File: config.mk
export PLATFORM = sky130hd
export DESIGN_NAME = serial_adder_ctrl
export DESIGN_NICKNAME = d
export VERILOG_FILES = /design/src/rtl/serial_adder_ctrl.sv
export SDC_FILE = /design/constraint.sdc
export NUM_CORES = 1
export LEC_CHECK = 0
export CAP_MARGIN = 20
export CORE_UTILIZATION = 43
export DETAILED_ROUTE_END_ITERATION = 8
export PLACE_DENSITY = 0.69
export SLEW_MARGIN = 20
export SYNTH_ARGS = -nofsm -noshare
export SYNTH_HDL_FRONTEND = slang
export SYNTH_SLANG_ARGS = --single-unit
File: constraint.sdc
create_clock -name clk -period 1.6 [get_ports clk]
set_input_delay 0.16 -clock clk [delete_from_list [all_inputs] [get_ports clk]]
set_output_delay 0.16 -clock clk [all_outputs]
set_load 0.03 [all_outputs]
File: src/rtl/serial_adder_ctrl.sv
// Bit-serial WIDTH-bit adder controller: one full-adder cell is time-shared
// across all operand bits, LSB first, with a registered {cout, sum_out} result.
module serial_adder_ctrl #(
  parameter int WIDTH = 8,
  parameter int CNTW  = 3
) (
  input  logic             clk,
  input  logic             rst,
  input  logic             start,
  input  logic [WIDTH-1:0] a_in,
  input  logic [WIDTH-1:0] b_in,
  input  logic             cin,
  output logic             busy,
  output logic             done,
  output logic [WIDTH-1:0] sum_out,
  output logic             cout
);

  typedef enum logic [1:0] {
    S_IDLE = 2'd0,
    S_RUN  = 2'd1,
    S_DONE = 2'd2
  } state_t;

  localparam logic [CNTW-1:0] CNT_LAST = CNTW'(WIDTH - 1);
  localparam logic [CNTW-1:0] CNT_ONE  = CNTW'(1);

  // Half-adder cell: returns {carry, sum}.
  function automatic logic [1:0] half_add(input logic x, input logic y);
    return {x & y, x ^ y};
  endfunction

  // Full adder built from two half adders and an OR: returns {carry, sum}.
  function automatic logic [1:0] full_add(input logic x, input logic y, input logic c);
    logic [1:0] ha1;
    logic [1:0] ha2;
    ha1 = half_add(x, y);
    ha2 = half_add(ha1[0], c);
    return {ha1[1] | ha2[1], ha2[0]};
  endfunction

  state_t           state_q, state_d;
  logic [CNTW-1:0]  cnt_q, cnt_d;
  logic             carry_q, carry_d;
  logic [WIDTH-1:0] a_sh_q, a_sh_d;
  logic [WIDTH-1:0] b_sh_q, b_sh_d;
  logic [WIDTH-1:0] s_sh_q, s_sh_d;
  logic [WIDTH-1:0] sum_q, sum_d;
  logic             cout_q, cout_d;
  logic             busy_q, busy_d;
  logic             done_q, done_d;
  logic [1:0]       fa_s;

  assign fa_s = full_add(a_sh_q[0], b_sh_q[0], carry_q);

  // State and datapath registers; reset discards any in-flight operation.
  always_ff @(posedge clk or posedge rst) begin
    if (rst) begin
      state_q <= S_IDLE;
      cnt_q   <= '0;
      carry_q <= 1'b0;
      a_sh_q  <= '0;
      b_sh_q  <= '0;
      s_sh_q  <= '0;
      sum_q   <= '0;
      cout_q  <= 1'b0;
      busy_q  <= 1'b0;
      done_q  <= 1'b0;
    end else begin
      state_q <= state_d;
      cnt_q   <= cnt_d;
      carry_q <= carry_d;
      a_sh_q  <= a_sh_d;
      b_sh_q  <= b_sh_d;
      s_sh_q  <= s_sh_d;
      sum_q   <= sum_d;
      cout_q  <= cout_d;
      busy_q  <= busy_d;
      done_q  <= done_d;
    end
  end

  // Next-state logic.
  always_comb begin
    state_d = state_q;
    case (state_q)
      S_IDLE: begin
        if (start) begin
          state_d = S_RUN;
        end else begin
          state_d = S_IDLE;
        end
      end
      S_RUN: begin
        if (cnt_q == CNT_LAST) begin
          state_d = S_DONE;
        end else begin
          state_d = S_RUN;
        end
      end
      S_DONE:  state_d = S_IDLE;
      default: state_d = S_IDLE;
    endcase
  end

  // Datapath: operand capture, one bit per RUN cycle, result load on the last bit.
  always_comb begin
    cnt_d   = cnt_q;
    carry_d = carry_q;
    a_sh_d  = a_sh_q;
    b_sh_d  = b_sh_q;
    s_sh_d  = s_sh_q;
    sum_d   = sum_q;
    cout_d  = cout_q;
    case (state_q)
      S_IDLE: begin
        if (start) begin
          a_sh_d  = a_in;
          b_sh_d  = b_in;
          carry_d = cin;
          cnt_d   = '0;
          s_sh_d  = '0;
        end else begin
          cnt_d   = cnt_q;
        end
      end
      S_RUN: begin
        a_sh_d  = {1'b0, a_sh_q[WIDTH-1:1]};
        b_sh_d  = {1'b0, b_sh_q[WIDTH-1:1]};
        carry_d = fa_s[1];
        s_sh_d  = {fa_s[0], s_sh_q[WIDTH-1:1]};
        // Counter wraps to zero on the final bit so it never passes WIDTH-1.
        if (cnt_q == CNT_LAST) begin
          cnt_d  = '0;
          sum_d  = {fa_s[0], s_sh_q[WIDTH-1:1]};
          cout_d = fa_s[1];
        end else begin
          cnt_d  = cnt_q + CNT_ONE;
        end
      end
      default: begin
        cnt_d = cnt_q;
      end
    endcase
  end

  // Status outputs are registered from the next state so they align with state_q.
  always_comb begin
    busy_d = 1'b0;
    done_d = 1'b0;
    case (state_d)
      S_RUN:   busy_d = 1'b1;
      S_DONE:  done_d = 1'b1;
      default: begin
        busy_d = 1'b0;
        done_d = 1'b0;
      end
    endcase
  end

  assign busy    = busy_q;
  assign done    = done_q;
  assign sum_out = sum_q;
  assign cout    = cout_q;

endmodule

# After elaboration in Yosys (flattened, before gate mapping)
# Index checks and enable logic that the tools add are counted.
dict set report classes {
  addsub 1
  n_eq_ne 5
  mux 16
  n_bitwise 5
  reduce_logical 4
}
# cell count
set op_table {}
lappend op_table {{case mux 8 bit (2 select lines)} 3}
lappend op_table {{two-way mux 8 bit} 3}
lappend op_table {{two-way mux 3 bit} 2}
lappend op_table {{case mux 3 bit (2 select lines)} 1}
lappend op_table {{== test 2 x 1 -> 1 bit (second input constant)} 2}
lappend op_table {{two-way mux 1 bit} 4}
lappend op_table {{case mux 2 bit (2 select lines)} 1}
lappend op_table {{AND reduction 2 bit} 2}
lappend op_table {{adder 3 x 1 -> 3 bit (second input constant)} 1}
lappend op_table {{== test 3 bit (second input constant)} 1}
lappend op_table {{bitwise AND 1 bit} 2}
lappend op_table {{== test 2 bit (second input constant)} 1}
lappend op_table {{zero test 2 bit} 1}
lappend op_table {{two-way mux 2 bit} 1}
lappend op_table {{inequality test 2 bit (second input constant)} 1}
lappend op_table {{case mux 1 bit (2 select lines)} 1}
lappend op_table {{nonzero test 2 bit} 1}
lappend op_table {{bitwise XOR 1 bit} 2}
lappend op_table {{bitwise OR 1 bit} 1}
dict set report totals {
  regBits 41
  inputBits 20
  output_inout_bits 11
  elab_cells 41
}

# Logic depth before layout (Yosys ltp)
dict set report logic_depth {
  depth_word 5
  mapped_depth 5
  depth_no_buf 4
}

# Least setup slack after synthesis
# Ideal clock, no wire load.
dict set report synth_timing {
  path_kind {flip-flop to flip-flop}
  from {register cnt_q[0]}
  to {register cout_q (netlist: cout)}
  setup_time_ns 0.125
  arrival_time_ns 1.355
  required_time_ns 1.475
  setup_slack_ns 0.120
  path_stages_with_launch 6
  period_less_slack_ns 1.480
  path_cell_list {dfrtp_1 ha_1 ha_1 nand3b_1 buf_4 mux2_4}
}
dict set report synth_via {
  elab_chain_len 2
}
# element line
set synth_lines {}
lappend synth_lines {{from (decl)} 43} ;# logic [CNTW-1:0] cnt_q, cnt_d;
lappend synth_lines {{from (signal assigned)} 71} ;# cnt_q <= cnt_d;
lappend synth_lines {{== test 3 bit} 133} ;# if (cnt_q == CNT_LAST) begin
lappend synth_lines {{AND reduction 2 bit (no line)} -}
lappend synth_lines {{to (signal assigned)} 77} ;# cout_q <= cout_d;
lappend synth_lines {{to (decl)} 49} ;# logic cout_q, cout_d;
# Every way passes these cells.
# A chain may end at the register's enable or synchronous reset.

# Worst setup path after layout
dict set report layout_timing {
  from {register cnt_q[1]}
  to {register sum_q[6] (netlist: sum_out[6])}
}
dict set report layout_via {
  elab_chain_len 2
}
# element line
set layout_lines {}
lappend layout_lines {{== test 3 bit} 133}
lappend layout_lines {{AND reduction 2 bit (no line)} -}
lappend layout_lines {{to (signal assigned)} 76} ;# sum_q <= sum_d;
lappend layout_lines {{to (decl)} 48} ;# logic [WIDTH-1:0] sum_q, sum_d;
# Every way passes these cells.

==> results.json <==
{
  "met3_usage": 0.05167,
  "setup-violations-final": 0,
  "fmaxAchievable_mhz": 646.1,
  "edff_count_synth": 0,
  "dr.pass1.iters": 4,
  "critical_path.max_fanout": 6,
  "initial_core_util": 0.4599,
  "clock_tree.htree_level_count": 2,
  "setup.worst_path.start_class": "flip-flop",
  "dp.cells": 220,
  "core_region_area_um2": 4086,
  "grt_use_met2": 0.2757,
  "wl_per_cell_um": 14.80,
  "synth-main-ff-cell": "dfrtp_1",
  "yosysWarningCount": 0,
  "detailedRoute.firstIterationViolations": 70,
  "global_route.usage.total": 0.1684,
  "synth_cell_types": 22,
  "antenna-diode-count": 0,
  "vias_per_cell": 5.417,
  "worstSkewPairLatency_ns": 0.29,
  "max-clock-path-buffers": 2,
  "placementRows": 23,
  "die_height_um": 68.11,
  "first_global_vias": 1237,
  "ys_seq_area_frac": 0.5326,
  "drcViolationCount": 0,
  "p_total_uw": 4769,
  "place_congestion": 0.7148,
  "power.leakage_uw": 0.001082,
  "grt_use_met1": 0.2045,
  "cts_buffers": 5,
  "total_routed_wirelength_um": 3404,
  "cp_data_arrival_time_ns": 1.73,
  "synthesis.area_per_instance_um2": 13.05,
  "final_period_minus_worst_setup_slack_ns": 1.548,
  "num_io_pins": 31,
  "grt-busiest-layer": "met2",
  "count_of_port_buffers_added_during_placement": 30,
  "dieArea_um2": 4639,
  "postRouteAntennaNets": 0,
  "cts-hold-fix-buffers": 0,
  "worst_setup_path_type": "flip-flop to flip-flop",
  "synth_cells": 144,
  "cts_root_buffer": "clkbuf_8",
  "mappedNetlistNets": 167,
  "cts.clk_slew.worst_paths_ns": 0.08,
  "cts.sinks": 40,
  "fin_tns_setup_ns": 0,
  "via_count": 1246,
  "detailed_place_hpwl_um": 2262,
  "async_reset_ff_frac": 1.000,
  "synth.cell_area_um2": 1879,
  "finClkSkew_ns": 0.005330,
  "timing.max_cap.violations": 0,
  "worst_ir_drop_vdd_mv": 0.6072,
  "hold_violations": 0,
  "num-fill-cells": 317,
  "grt_start_max_net_pins": 41,
  "worst_ep_required_time_ns": 1.78,
  "flow.area_growth_from_synthesis_pct": 28.96,
  "grt_pass1_wl_um": 5644,
  "report.final.slew_viol_count": 0,
  "cp_endpoint_kind": "flip-flop",
  "grt_antenna_before_repair": 0,
  "worst_slew_margin_rel": 0.4363,
  "die_w_um": 68.11,
  "layout.cells.non_filler": 230,
  "power_density_nw_per_um2": 1968,
  "finish.net_count": 202,
  "finalCritPeriodShare": 0.9673,
  "post_route_cells_drive_above_1_share": 0.2500,
  "overflow": 0,
  "worst_margin_pin_slew_ns": 0.8433,
  "cts_tree": "yes",
  "synth-seq-cells": 40,
  "holdCritPathClass": "primary input to async pin",
  "status": "complete, no violations"
}
## where the power goes
part           internal, µW  switching [µW]  leakage (µW)
Clock                   550             336     0.0000645
Sequential             1470             287      0.000483
Combinational          1070            1060      0.000534
Total                  3090            1680       0.00108
## cells by family (layout without fill, tap and decap cells)
group,after synthesis,count (layout),synth area share
compound gates,30,30,0.1864
fa+ha+maj,3,3,0.02397
buf+inv,29,65,0.07057
flops,40,40,0.5326
mux,9,9,0.06991
simple gates,33,33,0.1165
## routing by layer
| metal | routed length [µm] | vias to the layer above |
|---|---|---|
| li1 | - | 593 |
| met3 | 133 | 5 |
| met1 | 1544 | 615 |
| met5 | 0 | - |
| met2 | 1675 | 33 |
| met4 | 51 | 0 |
## cell type report
| class | count | area (µm²) | area share |
|---|---|---|---|
| clock buffers | 7 | 96.34 | 0.03975 |
| clock inverters | 1 | 30.03 | 0.01239 |
| inverters | 18 | 67.56 | 0.02788 |
| multi-input cells | 75 | 768.2 | 0.3170 |
| flip-flops and latches | 40 | 1001 | 0.4130 |
| well taps | 50 | 62.56 | 0.02581 |
| repair buffers | 39 | 397.9 | 0.1642 |
## metrics by stage
stage          cell area, µm²  hold slack (ns)  setup slack [ns]  utilization
5_1_grt                  2424           0.3690         -0.003258       0.5931
3_5_place_dp             2242           0.4951           -0.1026       0.5487
6_report                 2424           0.2939           0.05228       0.5931
3_3_place_gp             2242           0.4886          -0.04226       0.5487
4_1_cts                  2369           0.3254          0.009914       0.5796
2_1_floorplan            1879           0.2925            0.1195            -
## path summary, 6_finish.rpt
kind                         endpoint  slack, ns  startpoint  depth (start not counted)
hold reg to reg            sum_out[0]       0.51  sum_out[0]                          1
setup / recovery           sum_out[6]       0.05    cnt_q[1]                          5
hold / removal                   done       0.29         rst                          3
min in group clk            a_sh_q[7]       0.47     a_in[7]                          2
setup reg to reg           sum_out[6]       0.05    cnt_q[1]                          5
max in group asynchronous   b_sh_q[1]       0.95         rst                          3
## synth_stat cells, drive strengths merged, types with 2 or more instances
library cell / instances / area share
mux2: 9 / 0.070
nand2b: 2 / 0.0067
dfrtp: 40 / 0.53
a22o: 12 / 0.056
a21oi: 2 / 0.0053
nor2: 12 / 0.024
inv: 18 / 0.036
a221oi: 14 / 0.11
ha: 2 / 0.013
clkbuf: 3 / 0.0060
nor3b: 2 / 0.0080
nor4b: 15 / 0.070
buf: 8 / 0.029
## layout by cell type, fill, tap and decap left out, types with 7 or more instances in the layout
| cell | netlist | layout |
|---|---|---|
| a22o_1 | 12 | 12 |
| a221oi_2 | 13 | 14 |
| dfrtp_1 | 40 | 40 |
| nor4b_1 | 15 | 15 |
| clkbuf_8 | 0 | 7 |
| nor2_1 | 12 | 12 |
| inv_1 | 18 | 18 |
| buf_4 | 3 | 7 |
| mux2_4 | 8 | 8 |
| clkdlybuf4s50_1 | 0 | 30 |
## flip-flops by register name, indices dropped and copies added (netlist names)
signal	cells
sum_out	8
done	1
b_sh_q	8
cout	1
carry_q	1
a_sh_q	8
busy	1
s_sh_q	7
cnt_q	3
state_q	2
## worst max-delay path, cell delays in order, from the launching register on
cell,delay [ns]
dfrtp_1,0.39
ha_2,0.19
ha_4,0.16
nand3b_1,0.20
buf_12,0.17
mux2_2,0.32
## repair_timing
action,4_1_cts,5_1_grt
endpoints found under the setup margin,0,17
setup buffers,0,1
resized for setup,0,5
Power figures use the tool's default switching activity.
